$ cat src/rtl/core_launcher.sv
// core_launcher: host-side sequencer that loads an operand image into data
// memory with the core held in reset, runs the core until it reports done or
// the cycle budget runs out, then halts it and reports status to the host.
module core_launcher #(
    parameter int unsigned AW      = 8,
    parameter int unsigned DW      = 8,
    parameter int unsigned CW      = 16,
    parameter int unsigned TIMEOUT = 4096
) (
    input  logic          clk,
    input  logic          reset,
    input  logic          start,
    input  logic          ld_valid,
    input  logic [DW-1:0] ld_data,
    input  logic          ld_last,
    output logic          ld_ready,
    output logic          dm_wr_en,
    output logic [AW-1:0] dm_addr,
    output logic [DW-1:0] dm_wr_data,
    output logic          core_rst,
    input  logic          core_done,
    output logic          busy,
    output logic          finished,
    output logic          timed_out,
    output logic [CW-1:0] cycles
);

    localparam logic [2:0] S_IDLE  = 3'd0;
    localparam logic [2:0] S_LOAD  = 3'd1;
    localparam logic [2:0] S_PRIME = 3'd2;
    localparam logic [2:0] S_RUN   = 3'd3;
    localparam logic [2:0] S_DONE  = 3'd4;
    localparam logic [2:0] S_TMO   = 3'd5;

    localparam logic [CW-1:0] CYC_LIMIT = CW'(TIMEOUT);
    localparam logic [AW-1:0] PTR_LAST  = '1;

    logic [2:0]    state;
    logic [2:0]    state_nx;
    logic [AW-1:0] ptr;
    logic [AW-1:0] ptr_nx;
    logic [CW-1:0] cycles_nx;
    logic          hs;
    logic          wr_en_nx;
    logic [AW-1:0] addr_nx;
    logic [DW-1:0] data_nx;

    // Next-state, write-pointer, write-port and run-counter decode
    always_comb begin
        state_nx  = state;
        ptr_nx    = ptr;
        cycles_nx = cycles;
        wr_en_nx  = 1'b0;
        addr_nx   = dm_addr;
        data_nx   = dm_wr_data;
        hs        = ld_valid & ld_ready;

        case (state)
            S_IDLE: begin
                if (start) begin
                    state_nx  = S_LOAD;
                    ptr_nx    = '0;
                    cycles_nx = '0;
                end
            end
            S_LOAD: begin
                if (hs) begin
                    wr_en_nx = 1'b1;
                    addr_nx  = ptr;
                    data_nx  = ld_data;
                    ptr_nx   = ptr + AW'(1);
                    // Image ends on the tagged byte or when memory is full
                    if (ld_last || (ptr == PTR_LAST)) begin
                        state_nx = S_PRIME;
                    end
                end
            end
            S_PRIME: begin
                state_nx = S_RUN;
            end
            S_RUN: begin
                cycles_nx = cycles + CW'(1);
                // core_done takes priority over an expiring budget
                if (core_done) begin
                    state_nx = S_DONE;
                end else if (cycles_nx == CYC_LIMIT) begin
                    state_nx = S_TMO;
                end
            end
            S_DONE, S_TMO: begin
                if (!start) begin
                    state_nx = S_IDLE;
                end
            end
            default: begin
                state_nx = S_IDLE;
            end
        endcase
    end

    // State and registered outputs; status flags decoded from the next state
    always_ff @(posedge clk or negedge reset) begin
        if (!reset) begin
            state      <= S_IDLE;
            ptr        <= '0;
            cycles     <= '0;
            dm_wr_en   <= 1'b0;
            dm_addr    <= '0;
            dm_wr_data <= '0;
            ld_ready   <= 1'b0;
            core_rst   <= 1'b1;
            busy       <= 1'b0;
            finished   <= 1'b0;
            timed_out  <= 1'b0;
        end else begin
            state      <= state_nx;
            ptr        <= ptr_nx;
            cycles     <= cycles_nx;
            dm_wr_en   <= wr_en_nx;
            dm_addr    <= addr_nx;
            dm_wr_data <= data_nx;
            ld_ready   <= (state_nx == S_LOAD);
            core_rst   <= (state_nx != S_RUN);
            busy       <= (state_nx == S_LOAD) || (state_nx == S_PRIME) || (state_nx == S_RUN);
            finished   <= (state_nx == S_DONE) || (state_nx == S_TMO);
            timed_out  <= (state_nx == S_TMO);
        end
    end

endmodule
$ cat config.mk
export PLATFORM = sky130hd
export DESIGN_NAME = core_launcher
export DESIGN_NICKNAME = d
export VERILOG_FILES = /design/src/rtl/core_launcher.sv
export SDC_FILE = /design/constraint.sdc
export NUM_CORES = 1
export LEC_CHECK = 0
export ABC_AREA = 1
export CORE_MARGIN = 5
export CORE_UTILIZATION = 40
export DETAILED_ROUTE_END_ITERATION = 8
export GPL_TIMING_DRIVEN = 0
export PLACE_DENSITY = 0.77
export SLEW_MARGIN = 20
export SYNTH_ARGS = -nofsm -noshare
export SYNTH_HDL_FRONTEND = slang
export SYNTH_SLANG_ARGS = --single-unit
export TNS_END_PERCENT = 30
$ cat constraint.sdc
create_clock -name clk -period 4.05 [get_ports clk]
set_input_delay 0.6075 -clock clk [delete_from_list [all_inputs] [get_ports clk]]
set_output_delay 0.6075 -clock clk [all_outputs]
set_load 0.005 [all_outputs]
After elaboration in Yosys (flattened, before gate mapping)
Cells that the tools add are included.
{ "word_totals": {"ff_bits": 49, "latchBits": 0, "mem_bits_rw": 0, "romBits": 0, "in_bits": 14, "out_inout_bits": 38, "word_cells": 54, "memories": 0} }
{ "op_classes": {"n_addsub": 2, "n_mul": 0, "div_mod_pow": 0, "magnitude_cmp": 0, "eq_ne": 15, "shift": 0, "muxes": 14, "bitwise_logic": 1, "reduce_logical": 11} }
{ "ops": {"columns": ["operator", "count"], "rows": [
  ["$pmux 16 s2", 1],
  ["$mux 3", 6],
  ["$add 16x1->16 const B", 1],
  ["$eq 16x13->1 const B", 1],
  ["$mux 16", 1],
  ["$mux 8", 2],
  ["$pmux 8 s2", 1],
  ["$pmux 3 s5", 1],
  ["$eq 3x2->1 const B", 4],
  ["$eq 3x3->1 const B", 4],
  ["$add 8x1->8 const B", 1],
  ["$eq 8x8->1 const B", 1],
  ["$eq 3x1->1 const B", 2],
  ["$logic_or 1x1->1", 4],
  ["$ne 2x2->1 const B", 2],
  ["$reduce_and 2->1", 2],
  ["$reduce_bool 2->1", 2],
  ["$logic_not 3->1", 1],
  ["$ne 3x2->1 const B", 1],
  ["$reduce_and 3->1", 1],
  ["$mux 1", 2],
  ["$reduce_or 2->1", 1],
  ["$and 1x1->1", 1]
]} }

Longest topological paths before layout
{ "depth": {"depth_word": 8, "depth_mapped": 15, "ltp_nobuf": 15} }

Worst setup path before layout
Ideal clock, no wire load.
{ "synth_timing": {"path_type": "flip-flop to flip-flop", "start": "reg cycles[1]", "end": "reg busy", "setup_ps": 116, "arrival_time_ps": 1611, "t_required_ps": 3934, "setup_slack_ps": 2323, "path_stages_with_launch": 15, "path_buffers": 0, "period_less_slack_ps": 1727, "path_cell_list": "dfrtp_1 > ha_1 > nand3_2 > nor2_4 > nand2_2 > nor2_1 > nand2_1 > nand2_1 > nand2_1 > nor2_1 > nand2_1 > nand2_1 > nand2_2 > nor2_1 > nor2_1"} }
{ "synth_between": {"elab_chain_cells": 8, "elab_cells_between_ends": 10, "cone_classes": "1 x add/sub; 4 x eq/ne; 3 x mux; 2 x reduce/logical"} }
{ "synth_lines": {"columns": ["element", "line_no", "text"], "rows": [
  ["start, declared", "25", "output logic [CW-1:0] cycles"],
  ["start signal, assigned", "118", "cycles <= cycles_nx;"],
  ["$add 16x1->16 (*)", "82", "cycles_nx = cycles + CW'(1);"],
  ["$eq 16x13->1 (*)", "86", "end else if (cycles_nx == CYC_LIMIT) begin"],
  ["$mux 3 (*)", "86", null],
  ["$mux 3 (*)", "84", "if (core_done) begin"],
  ["$pmux 3 s5 (*)", "58", "case (state)"],
  ["named net state_nx[1]", "39", "logic [2:0] state_nx;"],
  ["$eq 3x1->1 or $eq 3x2->1 (tied branches)", "124", "busy <= (state_nx == S_LOAD) || (state_nx == S_PRIME) || (state_nx == S_RUN);"],
  ["$logic_or 1x1->1", "124", null],
  ["$logic_or 1x1->1 (*)", "124", null],
  ["end signal, assigned", "124", null],
  ["end, declared", "22", "output logic busy,"]
]} }
Mark *: on every way through the listed nets, which the timed path passes. The rest lies on a longest branch.
A chain may end at the register's enable or synchronous reset.

Final worst setup path
{ "layout_timing": {"start": "in start", "end": "reg ptr[7]"} }
{ "layout_between": {"elab_chain_cells": 2} }
{ "layout_lines": {"columns": ["element", "line_no", "text"], "rows": [
  ["start, declared", "12", "input logic start,"],
  ["$ne 2x2->1 (no line)", null, null],
  ["$reduce_and 3->1 (no line)", null, null],
  ["end signal, assigned", "117", "ptr <= ptr_nx;"],
  ["end, declared", "40", "logic [AW-1:0] ptr;"]
]} }
No other way between the ends.

==> results.md <==
* Status: finished, final reports clean
* Max Fclk at 463.9 MHz
* DR WL/cell at 11.97 um
* Clock Tree Root: clkbuf_8
* Switch Pwr at 515.5 uW
* Static Leak at 0.001435 uW
* IO Port Bufs at 51
* Nets at 383
* Clock network power share at 21.7%
* Leading area contributor after synthesis: dfrtp_1
* Clock Sinks at 49
* Syn Area/Cell at 7.718 um^2
* Clock slew at reported path FFs at 0.09 ns
* Combinational Power Share at 34.9%
* Core ar. at 5851 um^2
* Initial antenna violation count at 0
* Max Root-Sink Buffers at 2
* Largest net degree at the start of global routing at 33
* Final setup viols at 0
* P&R area growth vs syn at 30.42%
* Max_cap viols at 0
* Synth top area cells: dfrtp_1 51%, nand2_1 17%, inv_1 5.7%
* Post-synthesis cell area at 2377 um^2
* Worst-Margin Slew at 0.4759 ns
* DR pass1 iterations at 4
* TritonCTS Buffers at 5
* Critical path class: input pin to flip-flop
* Period Utilization, post-route at 53.22%
* Placed inst area at 2997 um^2
* Async set or reset register ratio after synthesis at 100.0%
* Worst EP required at 4.24 ns
* Register area share after synthesis at 51.63%
* Startpoint types: input pin
* Total Wirelength at 5.291 mm
* Sequential Power Share at 43.4%
* Syn Nets at 324
* Core Util, Final at 52.99%
* Worst slew margin at 68.27%
* Htree depth at 2
* Worst slack at placement at 1.560 ns
* Vias in the first global route at 2,085
* Top FF cell, synth: dfrtp_1
* Yosys warning count at 0
* Int Pwr at 1038 uW
* Min Hold Slack at 0.2339 ns
* Rows at 28
* Die height at 87.09 um
* Antenna Nets Post-Route at 0
* Most common cell in the netlist: nand2_1
* Clk_lat worst skew at 0.30 ns
* Worst min path class: input pin to asynchronous set/reset pin
* Top-area cell type share of the netlist area at 50.53%
* Hold Fails Final Rpt at 0
* # Post-CTS Setup Buffers at 0
* Dpl hpwl at 4.082 mm
* Layout cells sized above 1 at 6.267%
* Die width at 87.09 um
* Final Cell Area at 3100 um^2
* Worst Path Arrival at 2.35 ns
* Iteration-0 DRC Markers at 86
* Power Density at 501.1 nW/um^2
* Post-synthesis register bit count at 49
* RePlAce Congestion at 0.8626
* I/O pin total at 52
* RSZ-0062 raised after global routing: no
* Setup TNS Final at 0 ns
* TritonCTS clock tree: done
* Final Worst Setup Slack at 1.894 ns
* Unique masters post-synth at 23
* GRT Total Usage at 15.16%
* # diodes at 0
* Detailed-route DRC error count at 0
* First-pass GRT wire length at 9.294 mm
* Fin. max-slew vios at 0
* Max VDD drop at 0.0003320 V
* Die area at 7585 um^2
* Via count at 2,159
* Commonest cells post-synth: 108 x nand2_1, 48 x dfrtp_1, 36 x inv_1
* Routed vias/inst at 4.885
* Switching Fraction at 33.18%
* Crit path time final at 2.156 ns
* Post-CTS sizing at 0
* Worst-case clock skew at 0.005589 ns
* Number of fill cells at 565
* Hold buffer count at cts at 0
* Mapped Cells at 308
* Initial Util at 40.63%
* Post-synth EDFFs at 0
* Max FO, Critical Path at 10
* Crit. End Element: flip-flop
* GR Overflow Total at 0
==> power groups by stage <==
stage	clock network [uW]	logic (uW)	registers, uW
2_1_floorplan	0	262	683
3_3_place_gp	0	538	679
3_5_place_dp	0	550	682
4_1_cts	348	554	675
5_1_grt	364	622	693
6_report	338	542	674
==> critical path, cell delays in order <==
cell and delay, ns:
clkdlybuf4s50_1 0.51, nand4_1 0.37, nand2_1 0.31, nand2_1 0.14, inv_1 0.07, nand3_1 0.10
o21ai_0 0.17, nor2_1 0.06
==> placed cells by master (no fill, tap or decap) <==
cell type        Yosys  layout
a21boi_1             1       1
a21oi_1              7       7
a31oi_1              1       1
buf_12               0       1
buf_2                0       1
bufinv_16            0       1
clkbuf_1             5       5
clkbuf_8             0       5
clkdlybuf4s50_1      0      50
clkinv_2             0       1
dfrtp_1             48      48
dfstp_2              1       1
ha_1                 2       2
inv_1               36      36
inv_2                1       1
nand2_1            108     108
nand2_2              5       5
nand3_1             15      15
nand3_2              2       2
nand4_1              8       8
nor2_1              27      27
nor2_2               3       3
nor2_4               2       2
nor3_1               4       4
o21ai_0             24      24
o21ai_1              1       1
o21bai_1             2       2
o22ai_1              4       4
xor2_1               1       1
==> registers in the layout (all words and copies together), names as in the netlist <==
register / count
busy: 1
core_rst: 1
cycles: 16
dm_addr: 8
dm_wr_data: 8
dm_wr_en: 1
finished: 1
ld_ready: 1
ptr: 8
state: 3
timed_out: 1
==> layout make-up <==
cell class,instances,area [um^2],share of cell area [%]
flip-flops and latches,49,1227,39.59
multi-input cells,217,992.2,32.00
repair buffers,52,525.5,16.95
inverters,37,138.9,4.479
well taps,75,93.84,3.027
clock buffers,5,68.82,2.220
clock inverters,2,35.03,1.130
plain buffers,5,18.77,0.6053
==> cells by family (layout without fill, tap and decap cells) <==
group | count (synthesis) | in the layout | share of synthesized area (%)
xor gates and xnor gates | 1 | 1 | 0.3685
adders and majority gates | 2 | 2 | 1.052
AOI/OAI and AO/OA | 40 | 40 | 9.000
DFF | 49 | 49 | 51.63
and+or+nand+nor | 174 | 174 | 31.32
buffers and inverters | 42 | 101 | 6.632
==> metrics by stage <==
step	instances	total power (uW)
2_1_floorplan	308	945.2
3_3_place_gp	434	1216
3_5_place_dp	435	1232
4_1_cts	442	1576
5_1_grt	442	1679
6_report	442	1554
==> routing by layer <==
metal,vias up,routed length [um],GRT usage [%]
li1,1094,-,-
met2,58,2503,25.26
met4,0,24,2.789
met3,3,400,4.352
met1,1004,2363,19.87
met5,-,0,0
==> worst paths after layout <==
kind,cells after the start,slack [ns],start,end
worst max-delay path,8,1.89,start,ptr[7]
worst min-delay path,1,0.23,reset,cycles[6]
worst max register to register,14,2.03,cycles[1],busy
worst min register to register,2,0.48,dm_wr_data[3],dm_wr_data[3]
max in group asynchronous,2,3.30,reset,state[1]
min in group clk,2,0.48,dm_wr_data[3],dm_wr_data[3]
(Power assumes the default switching activity.)
